<file path="config.mk">
export PLATFORM = sky130hd
export DESIGN_NAME = pipe_trace_capture
export DESIGN_NICKNAME = d
export VERILOG_FILES = /design/src/rtl/pipe_trace_capture.sv
export SDC_FILE = /design/constraint.sdc
export NUM_CORES = 1
export LEC_CHECK = 0
export BUFFER_PORTS_ARGS = -buffer_cell sky130_fd_sc_hd__buf_2
export CORE_MARGIN = 4
export CORE_UTILIZATION = 50
export DETAILED_ROUTE_END_ITERATION = 7
export PLACE_DENSITY_LB_ADDON = 0.15
export RECOVER_POWER = 50
export SETUP_SLACK_MARGIN = 0.2
export SLEW_MARGIN = 10
export SYNTH_ARGS = -nofsm -noshare
export SYNTH_HDL_FRONTEND = slang
export SYNTH_SLANG_ARGS = --single-unit
</file>
<file path="constraint.sdc">
create_clock -name Clk -period 12.7 [get_ports Clk]
set_clock_uncertainty 0.15 [all_clocks]
set_input_delay 1.905 -clock Clk [delete_from_list [all_inputs] [get_ports Clk]]
set_output_delay 1.905 -clock Clk [all_outputs]
set_load 0.1 [all_outputs]
</file>
<file path="src/rtl/pipe_trace_capture.sv">
// pipe_trace_capture: observes the pipelined MIPS top. Each time the PC changes
// (while capture is enabled) it stores a {PC, WB result, HI, LO} record in a FIFO,
// then streams the records out one 32-bit word at a time over a valid/ready port.
module pipe_trace_capture #(
  parameter int DEPTH  = 8,
  parameter int DROP_W = 16
) (
  input  logic                     Clk,
  input  logic                     Reset,
  input  logic                     CaptureEn,
  input  logic                     Clear,
  input  logic [31:0]              PCResult,
  input  logic [31:0]              MEMWB_ALUResult,
  input  logic [31:0]              ALUhi,
  input  logic [31:0]              ALUlo,
  output logic [31:0]              TraceData,
  output logic                     TraceValid,
  input  logic                     TraceReady,
  output logic                     TraceLast,
  output logic [$clog2(DEPTH):0]   Count,
  output logic                     Overflow,
  output logic [DROP_W-1:0]        DropCount
);

  localparam int AW = $clog2(DEPTH);

  localparam logic [2:0] IDLE  = 3'd0;
  localparam logic [2:0] W_PC  = 3'd1;
  localparam logic [2:0] W_RES = 3'd2;
  localparam logic [2:0] W_HI  = 3'd3;
  localparam logic [2:0] W_LO  = 3'd4;

  logic [2:0]    state;
  logic [31:0]   prev_pc;
  logic [AW-1:0] wr_ptr;
  logic [AW-1:0] rd_ptr;
  logic [AW:0]   count;
  logic [AW:0]   count_next;

  // Record storage; data only, never reset.
  logic [31:0] mem_pc  [DEPTH];
  logic [31:0] mem_res [DEPTH];
  logic [31:0] mem_hi  [DEPTH];
  logic [31:0] mem_lo  [DEPTH];

  logic trig;
  logic full;
  logic accept;
  logic pop;
  logic push;
  logic drop;

  // Saturating increment for the dropped-record counter.
  function automatic logic [DROP_W-1:0] sat_inc(input logic [DROP_W-1:0] v);
    return (&v) ? v : v + DROP_W'(1);
  endfunction

  // Trigger, FIFO handshake and occupancy arithmetic.
  always_comb begin
    trig   = CaptureEn && (PCResult != prev_pc);
    full   = (count == (AW+1)'(DEPTH));
    accept = TraceValid && TraceReady;
    pop    = accept && (state == W_LO);
    // A pop on the same edge frees the slot, so a full FIFO can still accept.
    push   = trig && (!full || pop);
    drop   = trig && full && !pop;
    count_next = count;
    case ({push, pop})
      2'b10:   count_next = count + (AW+1)'(1);
      2'b01:   count_next = count - (AW+1)'(1);
      default: count_next = count;
    endcase
  end

  // Record write; Clear suppresses the push.
  always_ff @(posedge Clk) begin
    if (push && !Clear) begin
      mem_pc[wr_ptr]  <= PCResult;
      mem_res[wr_ptr] <= MEMWB_ALUResult;
      mem_hi[wr_ptr]  <= ALUhi;
      mem_lo[wr_ptr]  <= ALUlo;
    end
  end

  // Control state: previous PC, pointers, occupancy, status and output FSM.
  always_ff @(posedge Clk or negedge Reset) begin
    if (!Reset) begin
      prev_pc   <= 32'hFFFF_FFFF;
      wr_ptr    <= '0;
      rd_ptr    <= '0;
      count     <= '0;
      state     <= IDLE;
      Overflow  <= 1'b0;
      DropCount <= '0;
    end else begin
      prev_pc <= PCResult;
      if (Clear) begin
        wr_ptr    <= '0;
        rd_ptr    <= '0;
        count     <= '0;
        state     <= IDLE;
        Overflow  <= 1'b0;
        DropCount <= '0;
      end else begin
        if (push) wr_ptr <= wr_ptr + AW'(1);
        if (pop)  rd_ptr <= rd_ptr + AW'(1);
        count <= count_next;
        if (drop) begin
          Overflow  <= 1'b1;
          DropCount <= sat_inc(DropCount);
        end
        case (state)
          IDLE:    if (count != '0) state <= W_PC;
          W_PC:    if (accept) state <= W_RES;
          W_RES:   if (accept) state <= W_HI;
          W_HI:    if (accept) state <= W_LO;
          // Chain straight into the next record when one is waiting.
          W_LO:    if (accept) state <= (count_next != '0) ? W_PC : IDLE;
          default: state <= IDLE;
        endcase
      end
    end
  end

  // Output word selection from the head record; holds while the sink stalls.
  always_comb begin
    TraceValid = (state != IDLE);
    TraceLast  = (state == W_LO);
    TraceData  = 32'h0;
    case (state)
      W_PC:    TraceData = mem_pc[rd_ptr];
      W_RES:   TraceData = mem_res[rd_ptr];
      W_HI:    TraceData = mem_hi[rd_ptr];
      W_LO:    TraceData = mem_lo[rd_ptr];
      default: TraceData = 32'h0;
    endcase
  end

  assign Count = count;

endmodule

</file>
======== Word-level counts from Yosys, hierarchy flattened ========
Memory sizes are Yosys's and may differ from the RTL's.
Index checks and enable logic that the tools add are counted.
word-level totals
  output and inout bits ................... 55
  memories kept ........................... 4
  memory bits (read-only) ................. 0
  flip-flop bits (word level) ............. 62
  word-level logic and storage cells ...... 73
  bits of input ports ..................... 133
  latch bits .............................. 0
  memory bits (writable) .................. 1,024
memory list
  name     words  width  read ports  clocked after memory_dff  write ports  line  text
  mem_hi   8      32     1           0                         1            43    logic [31:0] mem_hi [DEPTH];
  mem_lo   8      32     1           0                         1            44    logic [31:0] mem_lo [DEPTH];
  mem_pc   8      32     1           0                         1            41    logic [31:0] mem_pc [DEPTH];
  mem_res  8      32     1           0                         1            42    logic [31:0] mem_res [DEPTH];
operators by class
  equality and inequality tests ........... 14
  $add $sub $neg .......................... 5
  div/mod/pow operators ................... 0
  bitwise gates (word level) .............. 0
  reduce and logical (&&, ||, !) cells .... 21
  order comparisons ....................... 0
  shift operators ......................... 0
  multiplexer cells ....................... 22
  multipliers ............................. 0
operators with widths
  operator                                                            count
  32-bit case mux with 4 select lines                                 1
  16-bit 2-to-1 mux                                                   3
  32-bit != test                                                      1
  3-bit 2-to-1 mux                                                    10
  16-bit by 1-bit adder with 16-bit output, second input constant     1
  16-bit AND reduction                                                1
  3-bit case mux with 5 select lines                                  1
  3-bit != test, second input constant                                4
  4-bit case mux with 2 select lines                                  1
  4-bit nonzero test                                                  2
  1-bit logical AND                                                   7
  3-bit by 1-bit adder with 3-bit output, second input constant       2
  3-bit by 2-bit == test with 1-bit output, second input constant     2
  2-bit nonzero test                                                  3
  1-bit 2-to-1 mux                                                    5
  5-bit AND reduction                                                 1
  4-bit by 1-bit adder with 4-bit output, second input constant       1
  4-bit == test, second input constant                                1
  4-bit 2-to-1 mux                                                    1
  4-bit by 1-bit subtractor with 4-bit output, second input constant  1
  3-bit by 1-bit == test with 1-bit output, second input constant     1
  3-bit == test, second input constant                                1
  1-bit logical NOT                                                   3
  3-bit logical NOT                                                   1
  other kinds (7)                                                     7

======== Longest topological paths before layout ========
  depth after elaboration ................. 12
  depth in mapped cells ................... 15

======== Worst setup path after synthesis ========
OpenSTA, ideal clock, no wires.
  path type ............................... input-to-reg
  start point ............................. input PCResult[16]
  end point ............................... memory mem_hi[0][0] (enable)
  data arrival time ....................... 11,715 ps
  library setup time ...................... 772 ps
  stages on the path ...................... 7
  path slack .............................. 63 ps
  data required time ...................... 11,778 ps
  path through ............................ xnor2_1 -> nand4_1 -> nor4_4 -> a31oi_1 -> nand2_1 -> or3_1 -> nor3_1
on the way
  longest elaborated chain between the ends .. 6
RTL lines
  element                                 line  text
  from (decl)                             12    input logic [31:0] PCResult,
  32-bit != test                          60    trig = CaptureEn && (PCResult != prev_pc);
  1-bit logical AND                       60
  1-bit logical AND                       65    push = trig && (!full || pop);
  1-bit logical AND                       77    if (push && !Clear) begin
  1-bit 2-to-1 mux                        77
  1-bit 2-to-1 mux (implied by the code)  80    mem_hi[wr_ptr] <= ALUhi;
  to (decl)                               43
Every way passes these cells.

======== Final worst setup path ========
  start point ............................. register rd_ptr[1]
  end point ............................... output TraceData[8]
on the way
  longest elaborated chain between the ends .. 2
RTL lines
  element                                    line  text
  from (decl)                                36    logic [AW-1:0] rd_ptr;
  from (signal assigned)                     106   if (pop) rd_ptr <= rd_ptr + AW'(1);
  memory read 8 x 32 bit (on tied branches)  n/a
  32-bit case mux with 4 select lines *      130   case (state)
  to (decl)                                  16    output logic [31:0] TraceData,
Every way passes the cells marked *; elsewhere a longest branch is shown, timed or not.

==> run_results.csv <==
group,metric,value,unit
run_status,status,"finished with violations",
run_status,violations,"max-capacitance violations, max-slew violations",
detailed_routing,via_per_inst,5.96,
grt,grt_pass1_wl,138000,µm
cts,cts_buffer_depth,3,
cts,tritoncts,"done",
cts,path_clk_slew,0.06,ns
cells_and_area,drive_gt1_frac,0.267,
cts,hold_buffers,0,
critical_path,critPathKind,"flip-flop to output port",
synthesis,synth_cells,1877,
placed_design,routabilityCongestion,0.732,
detailed_routing,drc,0,
cells_and_area,fillers,6045,
floorplanning,boundaryPins,188,
floorplanning,die_h,297,µm
synthesis,ys_warn_count,0,
sta,rsz0062_at_grt,"false",
power,power.leakage,14.6,nW
cts,worstSkewPairLatency,0.65,ns
synthesis,syn_avg_cell_area,22.3,µm²
detailed_routing,ant_nets,0,
detailed_routing,firstDrtPassIters,5,
power,p_comb_frac,0.062,
sta,worst-slew-pin-transition,2.23,ns
detailed_routing,routedWlPerCell,28.2,µm
synthesis,synth_common_cells,"edfxtp_1 (1024), mux4_2 (256), mux2i_1 (133)",
cts,cts-root-buf,"clkbuf_16",
detailed_routing,num_vias,19600,
run,drv_cap,2,
grt,grt_pass1_vias,20400,
hold_path,hold_class,"flip-flop to flip-flop",
cts,cts_sinks,1086,
critical_path,path_max_fanout,57,
floorplanning,rows,105,
floorplanning,core_area,82500,µm²
power,switchingPower,0.00170,W
sta,tns,0,ns
cts,cts_max_level,3,
sta,slew_violations,65,
synthesis,synth_edf_count,1024,
power,powerDensity,161,nW/µm²
sta,fin_crit_sh,0.538,
critical_path,worstSetupStartpointType,"flip-flop",
floorplanning,die_area,88500,µm²
synthesis,synth_top_area_frac,0.734,
critical_path,cp.arrival,4.78,ns
power,finalPower,0.00769,W
cts,post_cts_resize_count,0,
power,power_frac_clock,0.418,
cts,cts_made_buffers,111,
cts,cts_setup_buffers,0,
placed_design,dp_hpwl,49100,µm
synthesis,ys.flop_type,"edfxtp_1",
critical_path,setup.worst_path.end_class,"output port",
synthesis,synth.area.top_cells,"edfxtp_1 (73%), mux4_2 (14%), mux2i_1 (3.2%)",
synthesis,async_reset_ff_frac,0.0571,
placed_design,io_buffers,187,
grt,grt_overflow,0,
synthesis,yosysMostFrequentCell,"edfxtp_1",
grt,grt_max_degree,129,
synthesis,syn_area,41900,µm²
power,peakVddDrop,0.000120,V
sta,setup_viol,0,
sta,hold_viol,0,
sta,fin_crit,6.83,ns
power,p_sw_frac,0.221,
floorplanning,start_util,0.508,
grt,antenna_found_initial,25,
detailed_routing,drtIter0Drc,1625,
synthesis,yosysSeqAreaShare,0.772,
synthesis,synth_top_area_cell,"edfxtp_1",
detailed_routing,drt_wl_total,92400,µm
placed_design,dp.cells,3065,
synthesis,ys_types,54,
critical_path,critPathRequiredTime,10.64,ns
sta,slew-limit-headroom,-0.485,
floorplanning,die_w,297,µm
sta,fmax,146,MHz
cells_and_area,nets,2247,
cells_and_area,final_cells,3282,
power,power.internal,0.00599,W
grt,grtUsageTotal,0.210,
synthesis,ys_seq_elements,1086,
synthesis,synth_fp_nets,2016,
cells_and_area,synthToLayoutAreaGrowth,13.6,%
power,power_frac_seq,0.520,
through the flow:
stage / util / cell area [µm²] / hold slack, ns / worst slack (ns)
floorplan: - / 41900 / 0.397 / 0.268
global placement: 0.535 / 44100 / 0.342 / 6.49
detailed placement: 0.535 / 44100 / 0.342 / 6.49
CTS: 0.579 / 47700 / 0.356 / 5.76
global route: 0.577 / 47600 / 0.418 / 5.56
finish: 0.577 / 47600 / 0.346 / 5.87
area by class of cell:
cell class / count / area (µm²) / area share
antenna: 9 / 22.5 / 0.000473
clock buffer: 155 / 3100 / 0.0651
clock inverter: 53 / 527 / 0.0111
inverter: 11 / 46.3 / 0.000973
multi-input combinational: 685 / 9150 / 0.192
sequential: 1086 / 32400 / 0.680
tap: 1070 / 1340 / 0.0281
timing repair buffer: 213 / 1060 / 0.0224
sequential cells by signal, indices dropped and copies added, names as in the netlist:
| name | flops |
|---|---|
| Count | 4 |
| DropCount | 16 |
| Overflow | 1 |
| mem_hi | 256 |
| mem_lo | 256 |
| mem_pc | 256 |
| mem_res | 256 |
| prev_pc | 32 |
| rd_ptr | 3 |
| state | 3 |
| wr_ptr | 3 |
cell families (layout without fill, tap and decap cells):
kind of cell    after synthesis  count (layout)  synth area share
flops                      1086            1086             0.772
fa+ha+maj                     6               6           0.00197
simple gates                149             149            0.0207
mux                         392             392             0.170
other cells                   0               9                 0
xor+xnor                     49              49            0.0102
buf+inv                     106             432            0.0109
compound gates               89              89            0.0137
layer usage:
layer,vias up,track usage,part of all wire
li1,8337,-,-
met4,22,0.0466,0.014
met3,122,0.0427,0.062
met5,-,0,0.0015
met1,10500,0.308,0.44
met2,529,0.331,0.48
cells in the final DEF (no fill, tap or decap), drive strengths merged, types with 15 or more instances in the layout:
cell and count:
edfxtp 1024, buf 82, dfstp 32, xnor2 36
mux2i 133, nand3 15, mux4 256, dfrtp 30
or2 32, inv 15, clkinv 37, clkbuf 286
nand2 17, nor2 39, o22ai 64
worst paths after layout:
kind,startpoint,to,slack (ns),depth (start not counted)
setup / recovery,rd_ptr[1]$_DFFE_PN0P_,TraceData[8],5.87,7
hold / removal,Overflow$_DFFE_PN0P_,Overflow$_DFFE_PN0P_,0.35,2
setup reg to reg,prev_pc[28]$_DFF_PN1_,mem_res[2][19]$_DFFE_PP_,8.35,10
hold reg to reg,Overflow$_DFFE_PN0P_,Overflow$_DFFE_PN0P_,0.35,2
max in group asynchronous,Reset,rd_ptr[2]$_DFFE_PN0P_,7.49,2
min in group asynchronous,Reset,DropCount[3]$_DFFE_PN0P_,1.67,1
worst max-delay path, stage by stage (launching register included):
cell and delay [ns]:
dfrtp_4 0.77, buf_4 0.76, buf_4 0.73, mux4_2 0.35, mux2i_1 0.08, o22ai_1 0.65, or2_2 0.24, buf_2 0.42
power groups by stage:
stage	logic (W)	clock network (W)	registers (W)
2_1_floorplan	0.000307	0	0.00408
3_3_place_gp	0.000480	0	0.00407
3_5_place_dp	0.000486	0	0.00407
4_1_cts	0.000487	0.00329	0.00400
5_1_grt	0.000499	0.00344	0.00400
6_report	0.000474	0.00321	0.00400
Note: power is estimated with default switching activity, not from simulation.
